<file path="src/rtl/vga_timing_pkg.sv">
// Shared VGA 800x600@60 timing constants and horizontal phase encoding.
package vga_timing_pkg;

  localparam int unsigned H_ACTIVE_DEF = 800;
  localparam int unsigned H_FRONT_DEF  = 40;
  localparam int unsigned H_SYNC_DEF   = 128;
  localparam int unsigned H_BACK_DEF   = 88;

  localparam int unsigned V_ACTIVE_DEF = 600;
  localparam int unsigned V_FRONT_DEF  = 1;
  localparam int unsigned V_SYNC_DEF   = 4;
  localparam int unsigned V_BACK_DEF   = 23;

  typedef enum logic [1:0] {
    PH_ACTIVE = 2'd0,
    PH_FRONT  = 2'd1,
    PH_SYNC   = 2'd2,
    PH_BACK   = 2'd3
  } h_phase_e;

  function automatic int unsigned h_total_def();
    return H_ACTIVE_DEF + H_FRONT_DEF + H_SYNC_DEF + H_BACK_DEF;
  endfunction

  function automatic int unsigned v_total_def();
    return V_ACTIVE_DEF + V_FRONT_DEF + V_SYNC_DEF + V_BACK_DEF;
  endfunction

endpackage

</file>
<file path="src/rtl/horizontal_timing_gen_if.sv">
// Horizontal timing bus: pixel enable in, count/sync/blank/phase/tick out.
interface horizontal_timing_gen_if #(
  parameter int unsigned CNT_W = 11
);
  logic             PIX_EN;
  logic [CNT_W-1:0] H_COUNT;
  logic             ACTIVE_LOW_HSYNC;
  logic             ACTIVE_LOW_HBLANK;
  logic [1:0]       H_PHASE;
  logic             LINE_TICK;

  modport master (
    input  PIX_EN,
    output H_COUNT,
    output ACTIVE_LOW_HSYNC,
    output ACTIVE_LOW_HBLANK,
    output H_PHASE,
    output LINE_TICK
  );

  modport slave (
    output PIX_EN,
    input  H_COUNT,
    input  ACTIVE_LOW_HSYNC,
    input  ACTIVE_LOW_HBLANK,
    input  H_PHASE,
    input  LINE_TICK
  );
endinterface

</file>
<file path="src/rtl/h_phase_fsm.sv">
// Next-count decode and registered line-phase state, advancing on enabled cycles.
module h_phase_fsm
  import vga_timing_pkg::*;
#(
  parameter int unsigned CNT_W    = 11,
  parameter int unsigned H_ACTIVE = H_ACTIVE_DEF,
  parameter int unsigned H_FRONT  = H_FRONT_DEF,
  parameter int unsigned H_SYNC   = H_SYNC_DEF,
  parameter int unsigned H_BACK   = H_BACK_DEF
) (
  input  logic             clk_i,
  input  logic             rst_ni,
  input  logic             en_i,
  input  logic [CNT_W-1:0] count_i,
  output logic [CNT_W-1:0] count_next_o,
  output h_phase_e         phase_o
);

  localparam int unsigned HTotal = H_ACTIVE + H_FRONT + H_SYNC + H_BACK;
  localparam int unsigned SFront = H_ACTIVE;
  localparam int unsigned SSync  = SFront + H_FRONT;
  localparam int unsigned SBack  = SSync + H_SYNC;

  localparam logic [CNT_W-1:0] LastCnt = CNT_W'(HTotal - 1);
  localparam logic [CNT_W-1:0] FrontCnt = CNT_W'(SFront);
  localparam logic [CNT_W-1:0] SyncCnt  = CNT_W'(SSync);
  localparam logic [CNT_W-1:0] BackCnt  = CNT_W'(SBack);

  h_phase_e phase_q, phase_d;

  always_comb begin
    count_next_o = count_i;
    if (en_i) begin
      count_next_o = (count_i == LastCnt) ? '0 : count_i + 1'b1;
    end
  end

  // Zero-length porches collapse their start onto the next boundary, so skip straight past them.
  always_comb begin
    phase_d = phase_q;
    if (en_i) begin
      unique case (phase_q)
        PH_ACTIVE: begin
          if (count_next_o == FrontCnt) phase_d = (H_FRONT == 0) ? PH_SYNC : PH_FRONT;
        end
        PH_FRONT: begin
          if (count_next_o == SyncCnt) phase_d = PH_SYNC;
        end
        PH_SYNC: begin
          if (count_next_o == '0) phase_d = PH_ACTIVE;
          else if (H_BACK != 0 && count_next_o == BackCnt) phase_d = PH_BACK;
        end
        PH_BACK: begin
          if (count_next_o == '0) phase_d = PH_ACTIVE;
        end
        default: phase_d = PH_ACTIVE;
      endcase
    end
  end

  always_ff @(posedge clk_i) begin
    if (!rst_ni) phase_q <= PH_ACTIVE;
    else         phase_q <= phase_d;
  end

  assign phase_o = phase_q;

endmodule

</file>
<file path="src/rtl/horizontal_timing_gen.sv">
// Horizontal pixel counter with registered sync/blank/tick flags aligned to the presented count.
module horizontal_timing_gen
  import vga_timing_pkg::*;
#(
  parameter int unsigned H_ACTIVE = H_ACTIVE_DEF,
  parameter int unsigned H_FRONT  = H_FRONT_DEF,
  parameter int unsigned H_SYNC   = H_SYNC_DEF,
  parameter int unsigned H_BACK   = H_BACK_DEF,
  parameter int unsigned CNT_W    = 11
) (
  input  logic                    CLK_IN,
  input  logic                    RST_N,
  horizontal_timing_gen_if.master bus
);

  localparam int unsigned HTotal = H_ACTIVE + H_FRONT + H_SYNC + H_BACK;
  localparam int unsigned SSync  = H_ACTIVE + H_FRONT;
  localparam int unsigned SBack  = SSync + H_SYNC;

  localparam logic [CNT_W-1:0] LastCnt   = CNT_W'(HTotal - 1);
  localparam logic [CNT_W-1:0] ActiveCnt = CNT_W'(H_ACTIVE);
  localparam logic [CNT_W-1:0] SyncCnt   = CNT_W'(SSync);
  localparam logic [CNT_W-1:0] BackCnt   = CNT_W'(SBack);

  logic [CNT_W-1:0] count_q, count_d;
  logic             hsync_n_q, hblank_n_q, tick_q;
  h_phase_e         phase;

  h_phase_fsm #(
    .CNT_W    (CNT_W),
    .H_ACTIVE (H_ACTIVE),
    .H_FRONT  (H_FRONT),
    .H_SYNC   (H_SYNC),
    .H_BACK   (H_BACK)
  ) u_phase (
    .clk_i        (CLK_IN),
    .rst_ni       (RST_N),
    .en_i         (bus.PIX_EN),
    .count_i      (count_q),
    .count_next_o (count_d),
    .phase_o      (phase)
  );

  // Flags decode count_d so they land in the same cycle as the count they describe.
  always_ff @(posedge CLK_IN) begin
    if (!RST_N) begin
      count_q    <= '0;
      hsync_n_q  <= 1'b1;
      hblank_n_q <= 1'b1;
      tick_q     <= 1'b0;
    end else begin
      count_q    <= count_d;
      hblank_n_q <= !(count_d >= ActiveCnt);
      hsync_n_q  <= !((count_d >= SyncCnt) && (count_d < BackCnt));
      tick_q     <= (count_d == LastCnt);
    end
  end

  assign bus.H_COUNT           = count_q;
  assign bus.ACTIVE_LOW_HSYNC  = hsync_n_q;
  assign bus.ACTIVE_LOW_HBLANK = hblank_n_q;
  assign bus.H_PHASE           = phase;
  assign bus.LINE_TICK         = tick_q;

endmodule

</file>
<file path="src/flat_wrapper.sv">
// flat-port wrapper written by rule: the top's interface ports become plain ports
module horizontal_timing_gen_flat import vga_timing_pkg::*;
#(
  parameter int unsigned H_ACTIVE = H_ACTIVE_DEF,
  parameter int unsigned H_FRONT  = H_FRONT_DEF,
  parameter int unsigned H_SYNC   = H_SYNC_DEF,
  parameter int unsigned H_BACK   = H_BACK_DEF,
  parameter int unsigned CNT_W    = 11
)
  (CLK_IN, RST_N, bus_PIX_EN, bus_H_COUNT, bus_ACTIVE_LOW_HSYNC, bus_ACTIVE_LOW_HBLANK, bus_H_PHASE, bus_LINE_TICK);
  horizontal_timing_gen_if #(.CNT_W(CNT_W)) bus_i ();
  input  logic CLK_IN;
  input  logic RST_N;
  input wire logic [$bits(bus_i.PIX_EN)-1:0] bus_PIX_EN;
  output wire logic [$bits(bus_i.H_COUNT)-1:0] bus_H_COUNT;
  output wire logic [$bits(bus_i.ACTIVE_LOW_HSYNC)-1:0] bus_ACTIVE_LOW_HSYNC;
  output wire logic [$bits(bus_i.ACTIVE_LOW_HBLANK)-1:0] bus_ACTIVE_LOW_HBLANK;
  output wire logic [$bits(bus_i.H_PHASE)-1:0] bus_H_PHASE;
  output wire logic [$bits(bus_i.LINE_TICK)-1:0] bus_LINE_TICK;
  assign bus_i.PIX_EN = bus_PIX_EN;
  assign bus_H_COUNT = bus_i.H_COUNT;
  assign bus_ACTIVE_LOW_HSYNC = bus_i.ACTIVE_LOW_HSYNC;
  assign bus_ACTIVE_LOW_HBLANK = bus_i.ACTIVE_LOW_HBLANK;
  assign bus_H_PHASE = bus_i.H_PHASE;
  assign bus_LINE_TICK = bus_i.LINE_TICK;
  horizontal_timing_gen #(.H_ACTIVE(H_ACTIVE), .H_FRONT(H_FRONT), .H_SYNC(H_SYNC), .H_BACK(H_BACK), .CNT_W(CNT_W)) u_core (.CLK_IN(CLK_IN), .RST_N(RST_N), .bus(bus_i));
endmodule
</file>
<file path="config.mk">
export PLATFORM = sky130hd
export DESIGN_NAME = horizontal_timing_gen_flat
export DESIGN_NICKNAME = d
export VERILOG_FILES = /design/src/rtl/vga_timing_pkg.sv /design/src/rtl/horizontal_timing_gen_if.sv /design/src/rtl/h_phase_fsm.sv /design/src/rtl/horizontal_timing_gen.sv /design/src/flat_wrapper.sv
export SDC_FILE = /design/constraint.sdc
export NUM_CORES = 1
export LEC_CHECK = 0
export CORE_UTILIZATION = 45
export DETAILED_ROUTE_END_ITERATION = 12
export GPL_TIMING_DRIVEN = 0
export PLACE_DENSITY = 0.72
export SKIP_CTS_REPAIR_TIMING = 1
export SLEW_MARGIN = 20
export SYNTH_ARGS = -nofsm -noshare
export SYNTH_HDL_FRONTEND = slang
export SYNTH_SLANG_ARGS = --single-unit
</file>
<file path="constraint.sdc">
create_clock -name CLK_IN -period 7.3 [get_ports CLK_IN]
set_input_delay 1.46 -clock CLK_IN [delete_from_list [all_inputs] [get_ports CLK_IN]]
set_output_delay 1.46 -clock CLK_IN [all_outputs]
set_load 0.005 [all_outputs]
</file>
Word level (Yosys, flattened, before mapping)
Index checks and enable logic that the tools add are counted.
- add/subtract/negate cells: 1
- $lt $le $gt $ge: 3
- eq/ne operators: 12
- mux-type cells: 8
- reduce and logical (&&, ||, !) cells: 6
- operators with widths (cell ; count):
    11-bit by 10-bit == test with 1-bit output (second input constant) ; 3
    11-bit == test (second input constant) ; 2
    11-bit by 10-bit greater-or-equal comparator with 1-bit output (second input constant) ; 2
    11-bit two-way mux ; 2
    11-bit by 1-bit adder with 11-bit output (second input constant) ; 1
    11-bit zero test ; 1
    11-bit by 10-bit less-than comparator with 1-bit output (second input constant) ; 1
    2-bit two-way mux ; 5
    2-bit case mux with 4 select lines ; 1
    2-bit != test (second input constant) ; 3
    5-bit AND reduction ; 1
    2-bit == test (second input constant) ; 2
    3-bit != test (second input constant) ; 1
    2-bit by 1-bit == test with 1-bit output (second input constant) ; 1
    1-bit zero test ; 2
    2-bit zero test ; 1
    1-bit logical AND ; 1
- bits in registers: 16
- input port bits: 3
- output and inout port bits: 16

Logic depth before layout (Yosys ltp)
Gate-level depths: netlist of run 1.
- word-level depth: 7
- depth in mapped cells: 9
- depth with buffers taken out: 8

Modules after synthesis
From an unflattened synthesis of run 1, not the netlist that was laid out.
- cells, all modules: 124
- area, all modules: 1049.8 µm²
- by module, submodules not included (module ; instances ; cells an instance ; area an instance (µm²)):
    h_phase_fsm ; 1 ; 86 ; 626.9
    horizontal_timing_gen ; 1 ; 38 ; 422.9

Worst setup path after synthesis of run 1
Ideal clock, no wire load.
- kind: in2reg
- start point: input bus_PIX_EN
- end point: register u_core.tick_q, in the netlist u_core.bus.LINE_TICK
- setup time: 88 ps
- arrival time: 3223 ps
- data required time: 7212 ps
- slack: 3989 ps
- stages on the path: 7
- buffers on the path: 1
- path through: buf_6 nand4_2 nor2_1 xor2_1 or3_1 or4b_1 nor4_2
- cells in the longest elaborated chain, start to end: 2
- ends and longest elaborated chain (what ; RTL line ; source):
    from (decl) ; flat_wrapper.sv:14 ; input wire logic [$bits(bus_i.PIX_EN)-1:0] bus_PIX_EN;
    11-bit two-way mux ; h_phase_fsm.sv:33 ; if (en_i) begin
    11-bit == test ; horizontal_timing_gen.sv:55 ; tick_q <= (count_d == LastCnt);
    to (signal assigned) ; horizontal_timing_gen.sv:55 ;
    to (decl) ; horizontal_timing_gen.sv:26 ; logic hsync_n_q, hblank_n_q, tick_q;
No other way between the ends.
A chain may end at the register's enable or synchronous reset.

Worst setup path in the final report of run 1
- start point: input bus_PIX_EN
- end point: register u_core.u_phase.phase_q[1], in the netlist u_core.u_phase.phase_o[1]
- cells in the longest elaborated chain, start to end: 4
- elaborated cells between the ends (all ways): 12
- classes of those cells: eq/ne (7); mux (3); reduce/logical (2)
- ends and longest elaborated chain (what ; RTL line ; source):
    11-bit two-way mux ; h_phase_fsm.sv:33 ;
    11-bit by 10-bit == test with 1-bit output (tied with other cells) ; h_phase_fsm.sv:51 ; else if (H_BACK != 0 && count_next_o == BackCnt) phase_d = PH_BACK;
    3-bit != test (no source line) (tied with other cells) ; -- ;
    5-bit AND reduction (no source line) / 2-bit case mux with 4 select lines (equally long branches) ; -- ;
    to (signal assigned) ; h_phase_fsm.sv:63 ; else phase_q <= phase_d;
    to (decl) ; h_phase_fsm.sv:29 ; h_phase_e phase_q, phase_d;
Several ways; a longest one is shown, not always the timed one.

==> results of run 1 <==
==> cells by family (layout without fill, tap and decap cells) <==
group,after synthesis,in the layout,synth area share
compound gates,22,22,0.1646
xor+xnor,9,9,0.07199
fa+ha+maj,1,1,0.01143
buf+inv,9,30,0.06285
flops,16,16,0.2926
mux,6,6,0.05600
simple gates,62,62,0.3406
==> power by group through the flow <==
stage          Sequential [mW]  Clock [mW]  Combinational [mW]
6_report                0.0897      0.0607              0.0124
5_1_grt                 0.0898      0.0680              0.0136
4_1_cts                 0.0897      0.0630              0.0123
3_5_place_dp            0.0917           0              0.0123
3_3_place_gp            0.0915           0              0.0120
2_1_floorplan           0.0914           0             0.00766
==> stage by stage <==
| stage | total power, mW | setup slack (ns) | std cells | area (sq um) | hold WS, ns |
|---|---|---|---|---|---|
| 6_report | 0.1628 | 3.971 | 174 | 1336 | 0.5410 |
| 4_1_cts | 0.1651 | 3.995 | 174 | 1336 | 0.5450 |
| 3_3_place_gp | 0.1036 | 3.735 | 170 | 1300 | 0.5069 |
| 2_1_floorplan | 0.09910 | 3.989 | 125 | 1095 | 0.5018 |
| 5_1_grt | 0.1713 | 3.861 | 174 | 1336 | 0.5869 |
| 3_5_place_dp | 0.1040 | 3.687 | 170 | 1300 | 0.5297 |
==> flip-flops by register name, indices dropped and copies added, names as in the netlist <==
| name | cells |
|---|---|
| u_core.bus.LINE_TICK | 1 |
| u_core.u_phase.phase_o | 2 |
| u_core.bus.ACTIVE_LOW_HBLANK | 1 |
| u_core.bus.H_COUNT | 11 |
| u_core.bus.ACTIVE_LOW_HSYNC | 1 |
==> path summary, 6_finish.rpt <==
path | startpoint | end | slack [ns] | cells past startpoint
worst max-delay path | bus_PIX_EN | u_core.u_phase.phase_o[1]$_SDFFE_PN0P_ | 3.97 | 7
worst min-delay path | u_core.u_phase.phase_o[1]$_SDFFE_PN0P_ | u_core.u_phase.phase_o[0]$_SDFFE_PN0P_ | 0.54 | 2
worst max register to register | u_core.bus.H_COUNT[2]$_SDFF_PN0_ | u_core.u_phase.phase_o[1]$_SDFFE_PN0P_ | 4.65 | 6
worst min register to register | u_core.u_phase.phase_o[1]$_SDFFE_PN0P_ | u_core.u_phase.phase_o[0]$_SDFFE_PN0P_ | 0.54 | 2
==> area by class of cell <==
type / instances / area share
buffer: 5 / 0.04026
clock buffer: 4 / 0.02715
inverter: 4 / 0.01124
multi-input combinational: 100 / 0.5281
sequential: 16 / 0.2397
tap: 28 / 0.02622
timing repair buffer: 17 / 0.1273
==> per-layer routing <==
layer | global-route usage | wire (um) | up-vias
met5 | 0 | 0 | -
met4 | 0.09910 | 42 | 0
met3 | 0.04167 | 130 | 5
met2 | 0.3399 | 1178 | 35
met1 | 0.3040 | 1225 | 479
li1 | - | - | 499
==> critical path, delay by kind of cell <==
kind / cells / cell delay, ns
xor+xnor: 1 / 0.16
buf+inv: 1 / 0.10
compound gates: 2 / 0.79
simple gates: 3 / 1.01
==> cells in the final DEF, fill, tap and decap left out, types with 4 or more instances in the layout <==
| cell type | n |
|---|---|
| nand2_1 | 17 |
| clkdlybuf4s50_1 | 17 |
| dfxtp_1 | 16 |
| nor2_1 | 10 |
| mux2i_1 | 5 |
| nand4_1 | 5 |
| xnor2_1 | 5 |
| or3_1 | 4 |
| xor2_1 | 4 |
==> qor.csv, run 1 <==
stage,metric,value,unit
outcome,outcome,"complete, no violations",
critical_path,CP startpoint kind,input pin,
routing,"antenna viol nets, final",0,
global_routing,antenna violations before repair,0,
placement,GP Congestion,0.7846,
synthesis,sequential area share after synthesis,0.2926,
global_routing,vias in the first global route,932,
layout,register area,320.3,sq um
routing,first-pass detailed-route iteration total,4,
pwr,Net Sw Frac,0.2358,
layout,footprint of the multi-input gates,705.7,sq um
layout,Fill cells,223,
layout,share of cells above drive strength 1,0.1507,
synthesis,Async SR Flop Fraction,0,
sta,Tmin final,3.329,ns
global_routing,total gr overflow,0,
critical_path,CP arrival,3.53,ns
cts,CTS Buffer Depth,2,
floorplanning,IO Pins,19,
cts,CTS tree,yes,
sta,Max Clk Rate,0.3004,GHz
critical_path,Crit path required time,7.50,ns
layout,fin util,0.5927,
sta,Final setup violation count,0,
synthesis,"EDFF count, synth",0,
cts,"CTS clk-pin slew, worst paths",0.10,ns
synthesis,Synth top cells by count,"nand2_1, dfxtp_1, nor2_1",
routing,"wirelength, routed",2.577,mm
job,max-cap violation count,0,
routing,via count,1018,
pwr,sequential power share,0.551,
routing,Routed WL per cell,14.81,um
synthesis,"Cell Area, Synth",0.001095,sq mm
synthesis,"Primary FF master, synth",dfxtp_1,
pwr,Clk pwr share,0.373,
global_routing,overall routing resource usage,0.2233,
floorplanning,DIE WIDTH,51.33,um
synthesis,net count after synthesis,129,
sta,RSZ-0062 raised after global routing,no,
sta,Setup Total Neg Slack,0,ns
floorplanning,core footprint,0.002255,sq mm
routing,DRC violations left,0,
cts,root buf cell,clkbuf_4,
synthesis,Avg Inst Size Synth,8.758,sq um
sta,worst slew pin tran,0.5312,ns
cts,clock sink count,16,
pwr,leak pwr,0.4863,nW
sta,Fin. Hold Viols,0,
cts,worst-skew pair later-pin latency,0.29,ns
global_routing,first-pass GRT wire length,4.326,mm
cts,number of buffers created by CTS,3,
floorplanning,Initial Util,0.4856,
placement,post-detail-place hpwl,1.908,mm
synthesis,most numerous cell in the Yosys netlist,nand2_1,
pwr,Logic pwr share,0.076,
routing,vias per cell,5.851,
synthesis,Post-Syn Instances,125,
pwr,Int Pwr,124.4,uW
sta,Worst slew margin,0.6412,
routing,DRT iter0 DRCs,28,
synthesis,Yosys reg bits,16,
synthesis,main area contributors after synthesis,"dfxtp_1, nand2_1, mux2i_1",
floorplanning,die area,0.002634,sq mm
critical_path,Worst Setup Path Type,input pin to register,
layout,Nets,151,
layout,diodes inserted,0,
critical_path,critical path endpoint category,register,
synthesis,Yosys Warn Count,0,
layout,Area Growth Syn to Fin,22.06,%
critical_path,CP Cell Sequence,buf_6 -> nand4_2 -> nor2_1 -> xor2_1 -> or3_1 -> o41ai_1 -> o21ba_2,
cts,CTS H-Tree Depth,1,
synthesis,Yosys cell types,50,
floorplanning,# rows,17,
pwr,Worst VDD drop,101.7,uV
sta,fin crit share,0.4561,
placement,Port-buffer cells,17,
pwr,Sw Pwr,38.37,uW
synthesis,share of the synthesized area in the top cell type,0.2926,
min_path,hold crit path type,register to register,
floorplanning,Die H,51.33,um
sta,Slew Limit Fails,0,
critical_path,max incr delay on CP,0.56,ns
synthesis,"area leader, netlist",dfxtp_1,
global_routing,largest net degree at the start of global routing,11,
sta,Fin Clk Skew,0.002134,ns
pwr,Pwr Density,121.8,mW/mm^2
critical_path,Worst path slowest cell,o41ai_1,
critical_path,crit-path max FO,9,
Power figures use the tool's default switching activity.
==> inputs of run 2 (changes only) <==
==> constraint.sdc (replaced) <==
create_clock -name CLK_IN -period 3.45 [get_ports CLK_IN]
set_input_delay 0.69 -clock CLK_IN [delete_from_list [all_inputs] [get_ports CLK_IN]]
set_output_delay 0.69 -clock CLK_IN [all_outputs]
set_load 0.005 [all_outputs]
==> results of run 2 <==
The final DEF is identical to that of run 1. Status: complete, no violations.
Among the figures that moved: setup slack after placement 3.687 ns -> 0.6070 ns; setup slack after layout 3.971 ns -> 0.7987 ns; start point of the critical path bus_PIX_EN -> u_core.bus.H_COUNT[2]$_SDFF_PN0_; register-to-register setup slack 4.65 ns -> 0.80 ns; total power 0.1628 mW -> 0.3444 mW; worst IR drop on VDD 101.7 uV -> 215.2 uV
